$ cat src/rtl/oled_seq.sv
// oled_seq: power-up / init / frame sequencer for an SSD1306-style OLED that
// sits behind an I2C byte writer.
//
// After reset the block waits PWR_DLY cycles plus an idle writer. It then
// sends the fixed 31-byte init ROM as command bytes and raises init_done.
// From then on it serves user command bytes and streams whole frames of NPIX
// framebuffer bytes as data bytes.
//
// Ports
//   clk, rst              clock (rising edge), asynchronous active-high reset
//   frame_go              one-cycle request to stream a full frame
//   pix_addr / pix_data   framebuffer read port; data valid 1 cycle after addr
//   cmd_valid / cmd_byte / cmd_ready   user command port
//   i2c_start / i2c_dcn / i2c_data     request to the byte writer (dcn 1=data)
//   i2c_busy              byte-writer busy flag
//   init_done             high once the init ROM has been sent, until rst
//   frame_busy / frame_done   frame in progress / 1-cycle pulse at frame end
//   dbg_fsm               {state, phase} for observation
//
// Handshake semantics
//   Command port: a byte transfers on a rising edge where cmd_valid and
//   cmd_ready are both 1. cmd_ready depends only on internal state, never on
//   cmd_valid. The producer holds cmd_byte stable while cmd_valid is high.
//   Writer port: i2c_start is held with i2c_data/i2c_dcn stable until
//   i2c_busy=1 is sampled. Start then drops, and data/dcn stay held until
//   i2c_busy=0 is sampled, which completes the byte.
module oled_seq #(
  parameter int PWR_DLY = 120000,
  parameter int NPIX    = 1024
) (
  input  logic       clk,
  input  logic       rst,
  input  logic       frame_go,
  output logic [9:0] pix_addr,
  input  logic [7:0] pix_data,
  input  logic       cmd_valid,
  input  logic [7:0] cmd_byte,
  output logic       cmd_ready,
  output logic       i2c_start,
  output logic       i2c_dcn,
  output logic [7:0] i2c_data,
  input  logic       i2c_busy,
  output logic       init_done,
  output logic       frame_busy,
  output logic       frame_done,
  output logic [4:0] dbg_fsm
);

  typedef enum logic [2:0] {ST_PWRUP, ST_INIT, ST_READY, ST_CMD, ST_PIX} state_t;
  typedef enum logic [1:0] {PH_LOAD, PH_FETCH, PH_ISSUE, PH_WAIT} phase_t;

  localparam int PW = (PWR_DLY < 1) ? 1 : $clog2(PWR_DLY + 1);
  localparam logic [PW-1:0] PWR_MAX  = PW'(PWR_DLY);
  localparam logic [10:0]   LAST_PIX = 11'(NPIX - 1);
  localparam logic [4:0]    LAST_ROM = 5'd30;

  function automatic logic [7:0] rom_byte(input logic [4:0] i);
    case (i)
      5'd0:  rom_byte = 8'hAE;  5'd1:  rom_byte = 8'hD5;  5'd2:  rom_byte = 8'h80;
      5'd3:  rom_byte = 8'hA8;  5'd4:  rom_byte = 8'h3F;  5'd5:  rom_byte = 8'hD3;
      5'd6:  rom_byte = 8'h00;  5'd7:  rom_byte = 8'h40;  5'd8:  rom_byte = 8'h8D;
      5'd9:  rom_byte = 8'h14;  5'd10: rom_byte = 8'h20;  5'd11: rom_byte = 8'h00;
      5'd12: rom_byte = 8'hA1;  5'd13: rom_byte = 8'hC8;  5'd14: rom_byte = 8'hDA;
      5'd15: rom_byte = 8'h12;  5'd16: rom_byte = 8'h81;  5'd17: rom_byte = 8'hCF;
      5'd18: rom_byte = 8'hD9;  5'd19: rom_byte = 8'hF1;  5'd20: rom_byte = 8'hDB;
      5'd21: rom_byte = 8'h40;  5'd22: rom_byte = 8'hA4;  5'd23: rom_byte = 8'hA6;
      5'd24: rom_byte = 8'h21;  5'd25: rom_byte = 8'h00;  5'd26: rom_byte = 8'h7F;
      5'd27: rom_byte = 8'h22;  5'd28: rom_byte = 8'h00;  5'd29: rom_byte = 8'h07;
      5'd30: rom_byte = 8'hAF;
      default: rom_byte = 8'h00;
    endcase
  endfunction

  state_t          state_q, state_d;
  phase_t          phase_q, phase_d;
  logic [PW-1:0]   pwr_cnt_q;
  logic [4:0]      rom_idx_q;
  logic [10:0]     byte_cnt_q;
  logic [9:0]      pix_addr_q;
  logic [7:0]      data_q, cmd_buf_q;
  logic            dcn_q, ret_pix_q, go_pend_q;
  logic            init_done_q, frame_busy_q, frame_done_q;

  // Per-cycle action strobes from the decoder, consumed by the datapath.
  logic       xfer_state, byte_done, accept, start_frame, frame_end;
  logic       pix_next, rom_next, set_init, data_ld, dcn_val;
  logic [7:0] data_val;

  assign xfer_state = (state_q == ST_INIT) || (state_q == ST_CMD) || (state_q == ST_PIX);
  assign byte_done  = xfer_state && (phase_q == PH_WAIT) && !i2c_busy;

  always_comb begin
    state_d     = state_q;
    phase_d     = phase_q;
    cmd_ready   = 1'b0;
    accept      = 1'b0;
    start_frame = 1'b0;
    frame_end   = 1'b0;
    pix_next    = 1'b0;
    rom_next    = 1'b0;
    set_init    = 1'b0;
    data_ld     = 1'b0;
    data_val    = 8'h00;
    dcn_val     = 1'b0;

    // ISSUE/WAIT behave identically for every byte type.
    if (xfer_state) begin
      if (phase_q == PH_ISSUE && i2c_busy) phase_d = PH_WAIT;
    end

    case (state_q)
      ST_PWRUP: begin
        if (pwr_cnt_q == PWR_MAX && !i2c_busy) begin
          state_d = ST_INIT;
          phase_d = PH_LOAD;
        end
      end
      ST_INIT: begin
        if (phase_q == PH_LOAD) begin
          data_ld  = 1'b1;
          data_val = rom_byte(rom_idx_q);
          phase_d  = PH_ISSUE;
        end else if (phase_q == PH_FETCH) begin
          phase_d = PH_LOAD;
        end else if (byte_done) begin
          phase_d = PH_LOAD;
          if (rom_idx_q == LAST_ROM) begin
            set_init = 1'b1;
            state_d  = ST_READY;
          end else begin
            rom_next = 1'b1;
          end
        end
      end
      ST_READY: begin
        cmd_ready = 1'b1;
        // A command wins over a pending or simultaneous frame request.
        if (cmd_valid) begin
          accept  = 1'b1;
          state_d = ST_CMD;
          phase_d = PH_LOAD;
        end else if (frame_go || go_pend_q) begin
          start_frame = 1'b1;
          state_d     = ST_PIX;
          phase_d     = PH_LOAD;
        end
      end
      ST_CMD: begin
        if (phase_q == PH_LOAD || phase_q == PH_FETCH) begin
          data_ld  = 1'b1;
          data_val = cmd_buf_q;
          phase_d  = PH_ISSUE;
        end else if (byte_done) begin
          // Back into a frame we resume at FETCH, so the same boundary
          // cannot accept a second command.
          state_d = ret_pix_q ? ST_PIX : ST_READY;
          phase_d = ret_pix_q ? PH_FETCH : PH_LOAD;
        end
      end
      ST_PIX: begin
        if (phase_q == PH_LOAD) begin
          cmd_ready = init_done_q;
          if (cmd_valid && init_done_q) begin
            accept  = 1'b1;
            state_d = ST_CMD;
          end else begin
            phase_d = PH_FETCH;
          end
        end else if (phase_q == PH_FETCH) begin
          // pix_addr has been stable for at least one cycle here.
          data_ld  = 1'b1;
          data_val = pix_data;
          dcn_val  = 1'b1;
          phase_d  = PH_ISSUE;
        end else if (byte_done) begin
          phase_d = PH_LOAD;
          if (byte_cnt_q == LAST_PIX) begin
            frame_end = 1'b1;
            state_d   = ST_READY;
          end else begin
            pix_next = 1'b1;
          end
        end
      end
      default: begin
        state_d = ST_PWRUP;
        phase_d = PH_LOAD;
      end
    endcase
  end

  always_ff @(posedge clk or posedge rst) begin
    if (rst) begin
      state_q <= ST_PWRUP;
      phase_q <= PH_LOAD;
    end else begin
      state_q <= state_d;
      phase_q <= phase_d;
    end
  end

  always_ff @(posedge clk or posedge rst) begin
    if (rst) begin
      pwr_cnt_q    <= '0;
      rom_idx_q    <= '0;
      byte_cnt_q   <= '0;
      pix_addr_q   <= '0;
      data_q       <= '0;
      dcn_q        <= 1'b0;
      cmd_buf_q    <= '0;
      ret_pix_q    <= 1'b0;
      go_pend_q    <= 1'b0;
      init_done_q  <= 1'b0;
      frame_busy_q <= 1'b0;
      frame_done_q <= 1'b0;
    end else begin
      if (state_q == ST_PWRUP && pwr_cnt_q != PWR_MAX) pwr_cnt_q <= pwr_cnt_q + PW'(1);
      if (rom_next) rom_idx_q <= rom_idx_q + 5'd1;
      if (data_ld) begin
        data_q <= data_val;
        dcn_q  <= dcn_val;
      end
      if (accept) begin
        cmd_buf_q <= cmd_byte;
        ret_pix_q <= (state_q == ST_PIX);
      end
      if (set_init) init_done_q <= 1'b1;
      // Requests outside a frame are remembered; requests during a frame are dropped.
      if (start_frame)                  go_pend_q <= 1'b0;
      else if (frame_go && !frame_busy_q) go_pend_q <= 1'b1;
      if (start_frame) begin
        frame_busy_q <= 1'b1;
        byte_cnt_q   <= '0;
        pix_addr_q   <= '0;
      end else if (frame_end) begin
        frame_busy_q <= 1'b0;
        byte_cnt_q   <= '0;
        pix_addr_q   <= '0;
      end else if (pix_next) begin
        byte_cnt_q   <= byte_cnt_q + 11'd1;
        pix_addr_q   <= pix_addr_q + 10'd1;
      end
      frame_done_q <= frame_end;
    end
  end

  assign i2c_start  = xfer_state && (phase_q == PH_ISSUE);
  assign i2c_data   = data_q;
  assign i2c_dcn    = dcn_q;
  assign pix_addr   = pix_addr_q;
  assign init_done  = init_done_q;
  assign frame_busy = frame_busy_q;
  assign frame_done = frame_done_q;
  assign dbg_fsm    = {state_q, phase_q};

endmodule

$ cat config.mk
export PLATFORM = sky130hd
export DESIGN_NAME = oled_seq
export DESIGN_NICKNAME = d
export VERILOG_FILES = /design/src/rtl/oled_seq.sv
export SDC_FILE = /design/constraint.sdc
export NUM_CORES = 1
export LEC_CHECK = 0
export BUFFER_PORTS_ARGS = -buffer_cell sky130_fd_sc_hd__buf_2
export CAP_MARGIN = 20
export CORE_MARGIN = 10
export CORE_UTILIZATION = 37
export DETAILED_ROUTE_END_ITERATION = 8
export PLACE_DENSITY = 0.62
export SLEW_MARGIN = 10
export SYNTH_ARGS = -nofsm -noshare
export SYNTH_HDL_FRONTEND = slang
export SYNTH_SLANG_ARGS = --single-unit
$ cat constraint.sdc
create_clock -name clk -period 2.5 [get_ports clk]
set_input_delay 0.25 -clock clk [delete_from_list [all_inputs] [get_ports clk]]
set_output_delay 0.25 -clock clk [all_outputs]
set_load 0.005 [all_outputs]
==> impl_results.md, run 1 <==
* Synthesis-stage register bit count at 70
* WL final at 9900 um
* Avg Cell Area, Syn at 9.73 um2
* DRC at 0
* Area Overhead vs Synth at 15.4%
* Compound-cell area share of the yosys netlist at 12.5%
* Post-route antenna net violation count at 0
* Final setup viols at 0
* Main combinational cell family by area after synthesis: simple AND/OR/NAND/NOR gates
* Post-DP HPWL at 7270 um
* Final-stage net count at 497
* WL/cell at 16.3 um
* Gr ovfl total at 0
* Pwr Density at 881 nW/um2
* Mux cell area share after synthesis at 3.96%
* Worst slew pin tran at 1100 ps
* Resize count post-CTS at 0
* Highest metal used: met4
* Vias/cell at 5.42
* RSZ-0062 raised after global routing: false
* Wire length on met1 at 4340 um
* Period utilization at 87.1%
* Post-Syn Nets at 443
* Fin. Hold Viols at 0
* Chip width at 124 um
* Vias at 3,290
* Post-synth ARST share at 100%
* P_leak at 2.01 nW
* Post-Synth Simple-Gate Area at 24.4%
* Relative slew margins at 26.2%
* Share of layout cells above drive strength 1 at 23.1%
* Post-DP Area at 4460 um2
* Fmax at 459 MHz
* GRT Resource Usage Total at 13.1%
* Htree depth at 3
* Layout Skew at 7.94 ps
* Setup TNS at 0 ps
* DR WL met3 at 629 um
* Seq/Total Area, Yosys at 43.6%
* Max Cap Viol at 0
* Status: finished, final reports clean
* Crit path max fanout at 13
* CTS Buf Count at 9
* WS Path Type: reg2out
* Worst vdd ir at 412 uV
* First-pass iteration count of the detailed router at 5
* CTS Hold Buffers Added at 1
* First-pass GRT wire length at 17,100 um
* Post-Synth Adder-Cell Area at 2.80%
* Worst-Skew Late Latency at 350 ps
* TritonCTS clock tree: done
* Startpoint types: register
* Crit. End Element: primary output
* Vias in the first global route at 3,374
* Row count at 37
* Full die area at 15,400 um2
* Filler instances at 1,061
* Synth Area in XOR/XNOR at 8.50%
* Top FF cell, synth: dfrtp_1
* Syn Inst Count at 413
* Placer Congestion at 0.875
* Post-Synthesis Cell Area at 4020 um2
* Clk buf depth at 2
* Post-synth EDFFs at 0
* Die Y at 124 um
* Drt initial violations at 197
* Root Driver: clkbuf_8
* CP required at 2250 ps
* Port Buffers at 49
* Num ports at 50
* Initial core utilization at 38.4%
* Count of final max-slew check failures at 0
* Clk sinks at 70
* Min Tclk post-route at 2180 ps
* Clk slew on worst S/H paths at 70 ps
* Post-route cell area at 4640 um2
* WL met2 at 4810 um
* Core area at 10,500 um2
* Largest net degree at the start of global routing at 47
* Initial antenna violation count at 0
* Arr. time, crit path at 1930 ps
* Post-synth cell types at 62
* Worst Hold Class: in2reg
* Number of post-CTS setup repair buffers at 0
* Ys Warns at 0
* Ant diodes at 0
cell type report:
type	instances	area, um2	share of cell area (%)
clock buffer	14	163	3.51
clock inverter	1	5.00	0.108
inverter	14	52.6	1.13
multi-input combinational	306	2110	45.4
sequential	70	1750	37.8
tap	136	170	3.67
timing repair buffer	66	388	8.36
worst max-delay path, cell delays in order (launching register included):
cell	delay [ps]
dfrtp_1	550
or3b_2	570
nand2_1	130
and3_1	200
buf_2	130
path summary, 6_finish.rpt:
path                                    from       endpoint  slack, ps  cells past startpoint
worst max-delay path              state_q[2]      i2c_start        320                      4
worst min-delay path             cmd_byte[7]   cmd_buf_q[7]        130                      2
worst max register to register  rom_idx_q[0]     state_q[2]        340                      7
worst min register to register       i2c_dcn        i2c_dcn        480                      1
max in group asynchronous                rst   pwr_cnt_q[2]       1350                      4
min in group asynchronous                rst  byte_cnt_q[7]        500                      3
flip-flops by register name (all words and copies together), names as in the netlist, 2 cells and up:
name        flops
rom_idx_q       5
i2c_data        8
pwr_cnt_q      17
pix_addr       10
cmd_buf_q       8
byte_cnt_q     11
phase_q         2
state_q         3
where the power goes:
| group | internal (mW) | total, mW | switching, mW |
|---|---|---|---|
| registers | 1.40 | 1.65 | 0.255 |
| logic | 0.724 | 1.62 | 0.893 |
| clock network | 0.409 | 0.814 | 0.406 |
| total | 2.53 | 4.08 | 1.55 |
synthesized netlist by cell type, types with 3 or more instances:
master	n	area, um2
nand2b_1	6	37.5
nand3_1	19	95.1
xnor2_1	34	298
nand3b_1	3	22.5
a21oi_1	12	60.1
buf_2	9	45.0
and4_1	3	26.3
nor4_2	8	100
nand2_1	35	131
nor4_1	3	18.8
o211ai_1	3	22.5
ha_1	9	113
a311oi_1	3	26.3
nor3b_1	4	30.0
dfrtp_1	70	1750
a222oi_1	6	60.1
o21ai_0	22	110
nor2_1	32	120
nand4_1	14	87.6
nor3_1	14	70.1
mux2_2	9	101
inv_1	14	52.6
and3_1	6	37.5
nor2b_1	9	56.3
buf_1	4	15.0
a22oi_1	3	22.5
xor2_1	5	43.8
clkbuf_1	7	26.3
a31oi_1	3	18.8
buf_6	3	33.8
routing by layer:
layer / global-route usage (%) / vias up
li1: - / 1599
met1: 16.0 / 1599
met2: 21.5 / 83
met3: 4.46 / 9
met4: 3.61 / 0
met5: 0 / -
layout by cell type, fill, tap and decap left out, types with 9 or more instances in the layout:
| master | instances |
|---|---|
| dfrtp_1 | 70 |
| buf_2 | 49 |
| nand2_1 | 35 |
| xnor2_1 | 34 |
| nor2_1 | 32 |
| o21ai_0 | 22 |
| nand3_1 | 19 |
| buf_4 | 15 |
| nor3_1 | 14 |
| nand4_1 | 14 |
| inv_1 | 13 |
| a21oi_1 | 12 |
| clkbuf_8 | 11 |
| nor2b_1 | 9 |
| mux2_2 | 9 |
| nor4_2 | 9 |
| ha_1 | 9 |
kinds of logic (layout without fill, tap and decap cells):
group                      after synthesis  count (layout)
adders and majority gates                9               9
buffers and inverters                   37              95
AOI/OAI and AO/OA                       74              74
xor gates and xnor gates                39              39
DFF                                     70              70
and+or+nand+nor                        171             171
muxes                                   13              13
per-stage QoR:
step | hold slack [ps] | power, mW | setup WS (ps) | cells | utilization, %
final | 126 | 4.08 | 324 | 607 | 44.3
after global routing | 107 | 4.42 | 154 | 607 | 44.3
after CTS | 109 | 4.12 | 332 | 607 | 44.3
after detailed placement | 344 | 3.28 | 385 | 591 | 42.6
after global placement | 332 | 3.23 | 472 | 591 | 42.6
after floorplan | 402 | 2.75 | 472 | 413 | -
(Power assumes the default switching activity.)
==> run 2: changes to the inputs <==
==> constraint.sdc (replaced) <==
create_clock -name clk -period 2.5 [get_ports clk]
set_input_delay 0.625 -clock clk [delete_from_list [all_inputs] [get_ports clk]]
set_output_delay 0.625 -clock clk [all_outputs]
set_load 0.005 [all_outputs]
==> run 2 against run 1 <==
  * Die area unchanged
  * Worst hold slack improved by 160 ps
  * Sequential share of layout area down 0.45 points
  * Utilization grew 0.60 points
  * Sequential power barely moved
  * Routed wire length up 0.32%
  * Clock power is 16% higher
  * Critical endpoint unchanged
==> impl_results.md, run 2 (synthesis results as in run 1) <==
* Status: finished, final reports clean
* Int Pwr at 2.63 mW
* Crit. End Element: primary output
* Port Buffers at 49
* Setup TNS at 0 ps
* Most frequent cells in the layout: 68 x dfrtp_1, 49 x buf_2, 35 x nand2_1
* First-pass iteration count of the detailed router at 7
* Sw power at 1.63 mW
* Initial core utilization at 38.4%
* Min Tclk post-route at 2350 ps
* Clock power frac at 22.2%
* Largest net degree at the start of global routing at 52
* Worst Hold Class: in2async
* Placed Cells incl. Taps at 593
* Chip width at 124 um
* Drt initial violations at 227
* Pwr Density at 905 nW/um2
* CTS Buf Count at 9
* Layout Skew at 15.1 ps
* Num ports at 50
* Gr ovfl total at 0
* Row count at 37
* Placer Congestion at 0.856
* Ant diodes at 0
* Vias/cell at 5.51
* Most flop-heavy register: pwr_cnt_q
* Share of layout cells above drive strength 1 at 25.0%
* Fmax at 426 MHz
* Fin. Hold Viols at 0
* Full die area at 15,400 um2
* First-pass GRT wire length at 17,100 um
* Clk buf depth at 2
* WL/cell at 16.2 um
* WL final at 9930 um
* Htree depth at 3
* Clk sinks at 70
* Worst-Skew Late Latency at 350 ps
* Final std cells w/o fill at 612
* DRC at 0
* Relative slew margins at 65.8%
* RSZ-0062 raised after global routing: false
* Commonest non-fill, non-tap cell in the layout: dfrtp_1
* Die Y at 124 um
* Vias in the first global route at 3,482
* Crit path max fanout at 11
* Core area at 10,500 um2
* Startpoint types: register
* Max reg flops at 17
* Combinational Power Share at 39.1%
* Final-stage net count at 501
* Worst vdd ir at 507 uV
* Switching share of power at 38.3%
* P_leak at 2.04 nW
* Filler instances at 1,028
* CP required at 1880 ps
* WS Path Type: reg2out
* Worst slew pin tran at 511 ps
* Final setup viols at 0
* TritonCTS clock tree: done
* Part of the power in registers at 38.8%
* Arr. time, crit path at 1720 ps
* Clk slew on worst S/H paths at 80 ps
* Post-route antenna net violation count at 0
* Max Cap Viol at 0
* Root Driver: clkbuf_8
* Vias at 3,374
* Area Overhead vs Synth at 17.0%
* Count of final max-slew check failures at 0
* GRT Resource Usage Total at 12.8%
* Initial antenna violation count at 0
* Util after Layout at 44.9%
* Period utilization at 93.9%
* Post-DP HPWL at 7190 um
## run 2: changes by cell type in the layout (fill, tap and decap cells not counted), sizes merged
| cell | previous run | this run |
|---|---|---|
| bufinv | 0 | 1 |
| clkbuf | 14 | 11 |
| inv | 14 | 16 |
| dlygate4sd3 | 1 | 0 |
| clkinvlp | 0 | 3 |
| clkinv | 1 | 0 |
| buf | 65 | 69 |
## run 2: layout make-up
type	instances	area [um2]	share of cell area, %
flip-flops and latches	70	1750	37.3
multi-input cells	306	2110	44.9
clock inverters	6	70.1	1.49
inverters	14	52.6	1.12
well taps	136	170	3.62
clock buffers	10	128	2.72
repair buffers	70	415	8.84
## run 2: critical path: stages (launching register included)
cell	delay, ps
dfrtp_2	480
or3b_4	460
nand2_1	100
and3_1	210
buf_2	130
## run 2: through the flow
stage	setup slack, ps	hold WS (ps)	power [mW]	instance area, um2
final	153	287	4.25	4700
after global routing	66.2	311	4.58	4700
after CTS	34.4	293	4.27	4670
after detailed placement	351	469	3.30	4470
after global placement	394	459	3.26	4470
after floorplan	107	446	2.75	4020
## run 2: worst paths after layout
kind	from	endpoint	slack, ps	depth (start not counted)
setup / recovery	state_q[0]	i2c_start	150	4
hold / removal	rst	byte_cnt_q[7]	290	2
setup reg to reg	rom_idx_q[0]	state_q[2]	370	7
hold reg to reg	i2c_dcn	i2c_dcn	480	1
max in group asynchronous	rst	pwr_cnt_q[0]	1570	3
min in group clk	i2c_dcn	i2c_dcn	480	1
## run 2: power groups by stage
| stage | sequential (mW) | clock, mW | combinational, mW |
|---|---|---|---|
| 6_report | 1.65 | 0.943 | 1.66 |
| 3_3_place_gp | 1.65 | 0 | 1.60 |
| 3_5_place_dp | 1.67 | 0 | 1.63 |
| 2_1_floorplan | 1.61 | 0 | 1.14 |
| 5_1_grt | 1.69 | 1.02 | 1.86 |
| 4_1_cts | 1.65 | 0.980 | 1.64 |
## run 2: layer usage
layer	GRT usage (%)	part of all wire, %	vias to the layer above
met3	3.19	5.2	12
li1	-	-	1604
met5	0	0	-
met2	20.9	46	103
met4	5.04	1.8	0
met1	15.9	46	1655
## run 2: what timing repair did
action,CTS,global route
setup endpoints to repair,1,1
resized for setup,2,1
hold buffers,0,0
endpoints found under the hold margin,0,0
buffers inserted,0,2
==> run 3: changes to the inputs <==
--- a/config.mk
+++ b/config.mk
@@ -7,10 +7,11 @@
 export LEC_CHECK = 0
 export BUFFER_PORTS_ARGS = -buffer_cell sky130_fd_sc_hd__buf_2
 export CAP_MARGIN = 20
+export CORE_ASPECT_RATIO = 1.2
 export CORE_MARGIN = 10
-export CORE_UTILIZATION = 37
+export CORE_UTILIZATION = 50
 export DETAILED_ROUTE_END_ITERATION = 8
-export PLACE_DENSITY = 0.62
+export PLACE_DENSITY = 0.77
 export SLEW_MARGIN = 10
 export SYNTH_ARGS = -nofsm -noshare
 export SYNTH_HDL_FRONTEND = slang
==> run 3 against run 2 <==
  * Global-route usage increased by 3.6 points
  * First-iteration DRC count increased by 20%
  * Final cell count decreased by 7.7%
  * Sequential share of layout area increased by 0.91 points
  * Setup slack got worse by 23 ps
  * Worst hold slack improved by 46 ps
  * Routed wire length decreased by 4.7%
  * Clock skew decreased by 8.3 ps
  * Via count increased by 1.1%
  * Cell area decreased by 2.4%
  * Die area decreased by 22%
  * Critical endpoint unchanged
==> impl_results.md, run 3 (synthesis results as in run 1) <==
* Combinational Power Share at 39.5%
* Initial core utilization at 51.8%
* Met1 usage at 19.7%
* Final setup viols at 0
* Max reg flops at 17
* Area Overhead vs Synth at 14.1%
* Switching share of power at 38.8%
* Share of layout cells above drive strength 1 at 24.7%
* Crit. End Element: primary output
* Fmax at 422 MHz
* Status: finished, final reports clean
* R2r setup slk at 270 ps
* Part of the power in registers at 41.3%
* Critical R2R Launch: rom_idx_q[0]
* Clock power frac at 19.2%
* Crit path max fanout at 9
* Vias at 3,411
* First-pass GRT wire length at 16,400 um
* WL/cell at 16.8 um
* Count of final max-slew check failures at 0
* Sw power at 1.58 mW
* Root Driver: clkbuf_8
* Vias/cell at 6.04
* Fin. Hold Viols at 0
* Multi-input gate area at 2110 um2
* Most flop-heavy register: pwr_cnt_q
* Row count at 35
* Num ports at 50
* Setup TNS at 0 ps
* Filler instances at 674
* Die Y at 118 um
* CP required at 1880 ps
* Clk buf depth at 2
* Initial antenna violation count at 0
* Drt initial violations at 272
* Post-DP Area at 4410 um2
* Period utilization at 94.8%
* Htree depth at 3
* Gr ovfl total at 0
* GRT busiest layer: met2
* Worst slew pin tran at 582 ps
* CTS Buf Count at 9
* Storage cell area at 1750 um2
* Post-route antenna net violation count at 0
* Final-stage net count at 499
* Core area at 7750 um2
* Post-route cell area at 4580 um2
* WS Path Type: reg2out
* Port Buffers at 49
* Chip width at 102 um
* Ant diodes at 0
* Final Power at 4.07 mW
* Most frequent cells in the layout: 69 x dfrtp_1, 49 x buf_2, 35 x nand2_1
* Clk sinks at 70
* First-pass iteration count of the detailed router at 5
* Full die area at 12,000 um2
* GRT Resource Usage Total at 16.4%
* Startpoint types: register
* Largest net degree at the start of global routing at 46
* Commonest non-fill, non-tap cell in the layout: dfrtp_1
* P_leak at 2.02 nW
* RSZ-0062 raised after global routing: false
* Relative slew margins at 61.0%
* R2R depth at 7
* Worst-Skew Late Latency at 350 ps
* Met3 Use GR at 3.67%
* Max Cap Viol at 0
* DRC at 0
* Min Tclk post-route at 2370 ps
* Clk slew on worst S/H paths at 80 ps
* Capturing point of the worst reg2reg path: state_q[0]
* Arr. time, crit path at 1750 ps
* Layout Skew at 6.81 ps
* Global routing usage on met2 at 27.3%
* Number of post-CTS setup repair buffers at 0
* Post-DP HPWL at 6970 um
* Worst vdd ir at 463 uV
* TritonCTS clock tree: done
* Int Pwr at 2.49 mW
* Worst Hold Class: in2async
* Placer Congestion at 0.977
* Pwr Density at 888 nW/um2
* WL final at 9470 um
* Vias in the first global route at 3,451
-- run 3: worst max path at each step --
stage	startpoint	endpoint	slack, ps	cells past startpoint
global route	state_q[1]	i2c_start	40	4
global placement	i2c_busy	byte_cnt_q[7]	380	6
detailed placement	rom_idx_q[0]	state_q[0]	330	7
CTS	state_q[2]	i2c_start	40	4
floorplan	rst	byte_cnt_q[0]	110	1
finish	state_q[1]	i2c_start	130	4
-- run 3: area by class of cell --
type                       instances  share of cell area [%]
clock buffer                       9                    2.70
clock inverter                     6                   0.873
inverter                          14                    1.15
multi-input combinational        306                    46.1
sequential                        70                    38.2
tap                               92                    2.51
timing repair buffer              68                    8.46
-- run 3: worst max-delay path: stages, from the launching register on --
cell and delay (ps):
dfrtp_1 480, or3b_2 550, nand2_1 110, and3_1 150
buf_2 110
-- run 3: power groups by stage --
stage / sequential, mW / clock [mW] / combinational [mW]
final: 1.68 / 0.780 / 1.61
after floorplan: 1.61 / 0 / 1.14
after detailed placement: 1.69 / 0 / 1.59
after global routing: 1.72 / 0.850 / 1.80
after CTS: 1.68 / 0.797 / 1.60
after global placement: 1.68 / 0 / 1.55
-- run 3: repair_timing --
item,4_1_cts,5_1_grt
endpoints found under the setup margin,0,2
hold buffers,0,0
resized for setup,0,2
-- run 3: per-stage QoR --
| step | utilization, % | cells | setup WS, ps | hold slack, ps |
|---|---|---|---|---|
| 6_report | 59.1 | 565 | 130 | 333 |
| 2_1_floorplan | - | 413 | 107 | 446 |
| 3_5_place_dp | 56.9 | 550 | 334 | 465 |
| 5_1_grt | 59.1 | 565 | 39.5 | 350 |
| 4_1_cts | 59.1 | 565 | 38.7 | 332 |
| 3_3_place_gp | 56.9 | 550 | 383 | 466 |
-- run 3: layer usage --
layer,wire (um),share of wire (%)
met1,3960,42
met2,4740,50
met4,147,1.6
met5,0,0
met3,628,6.6
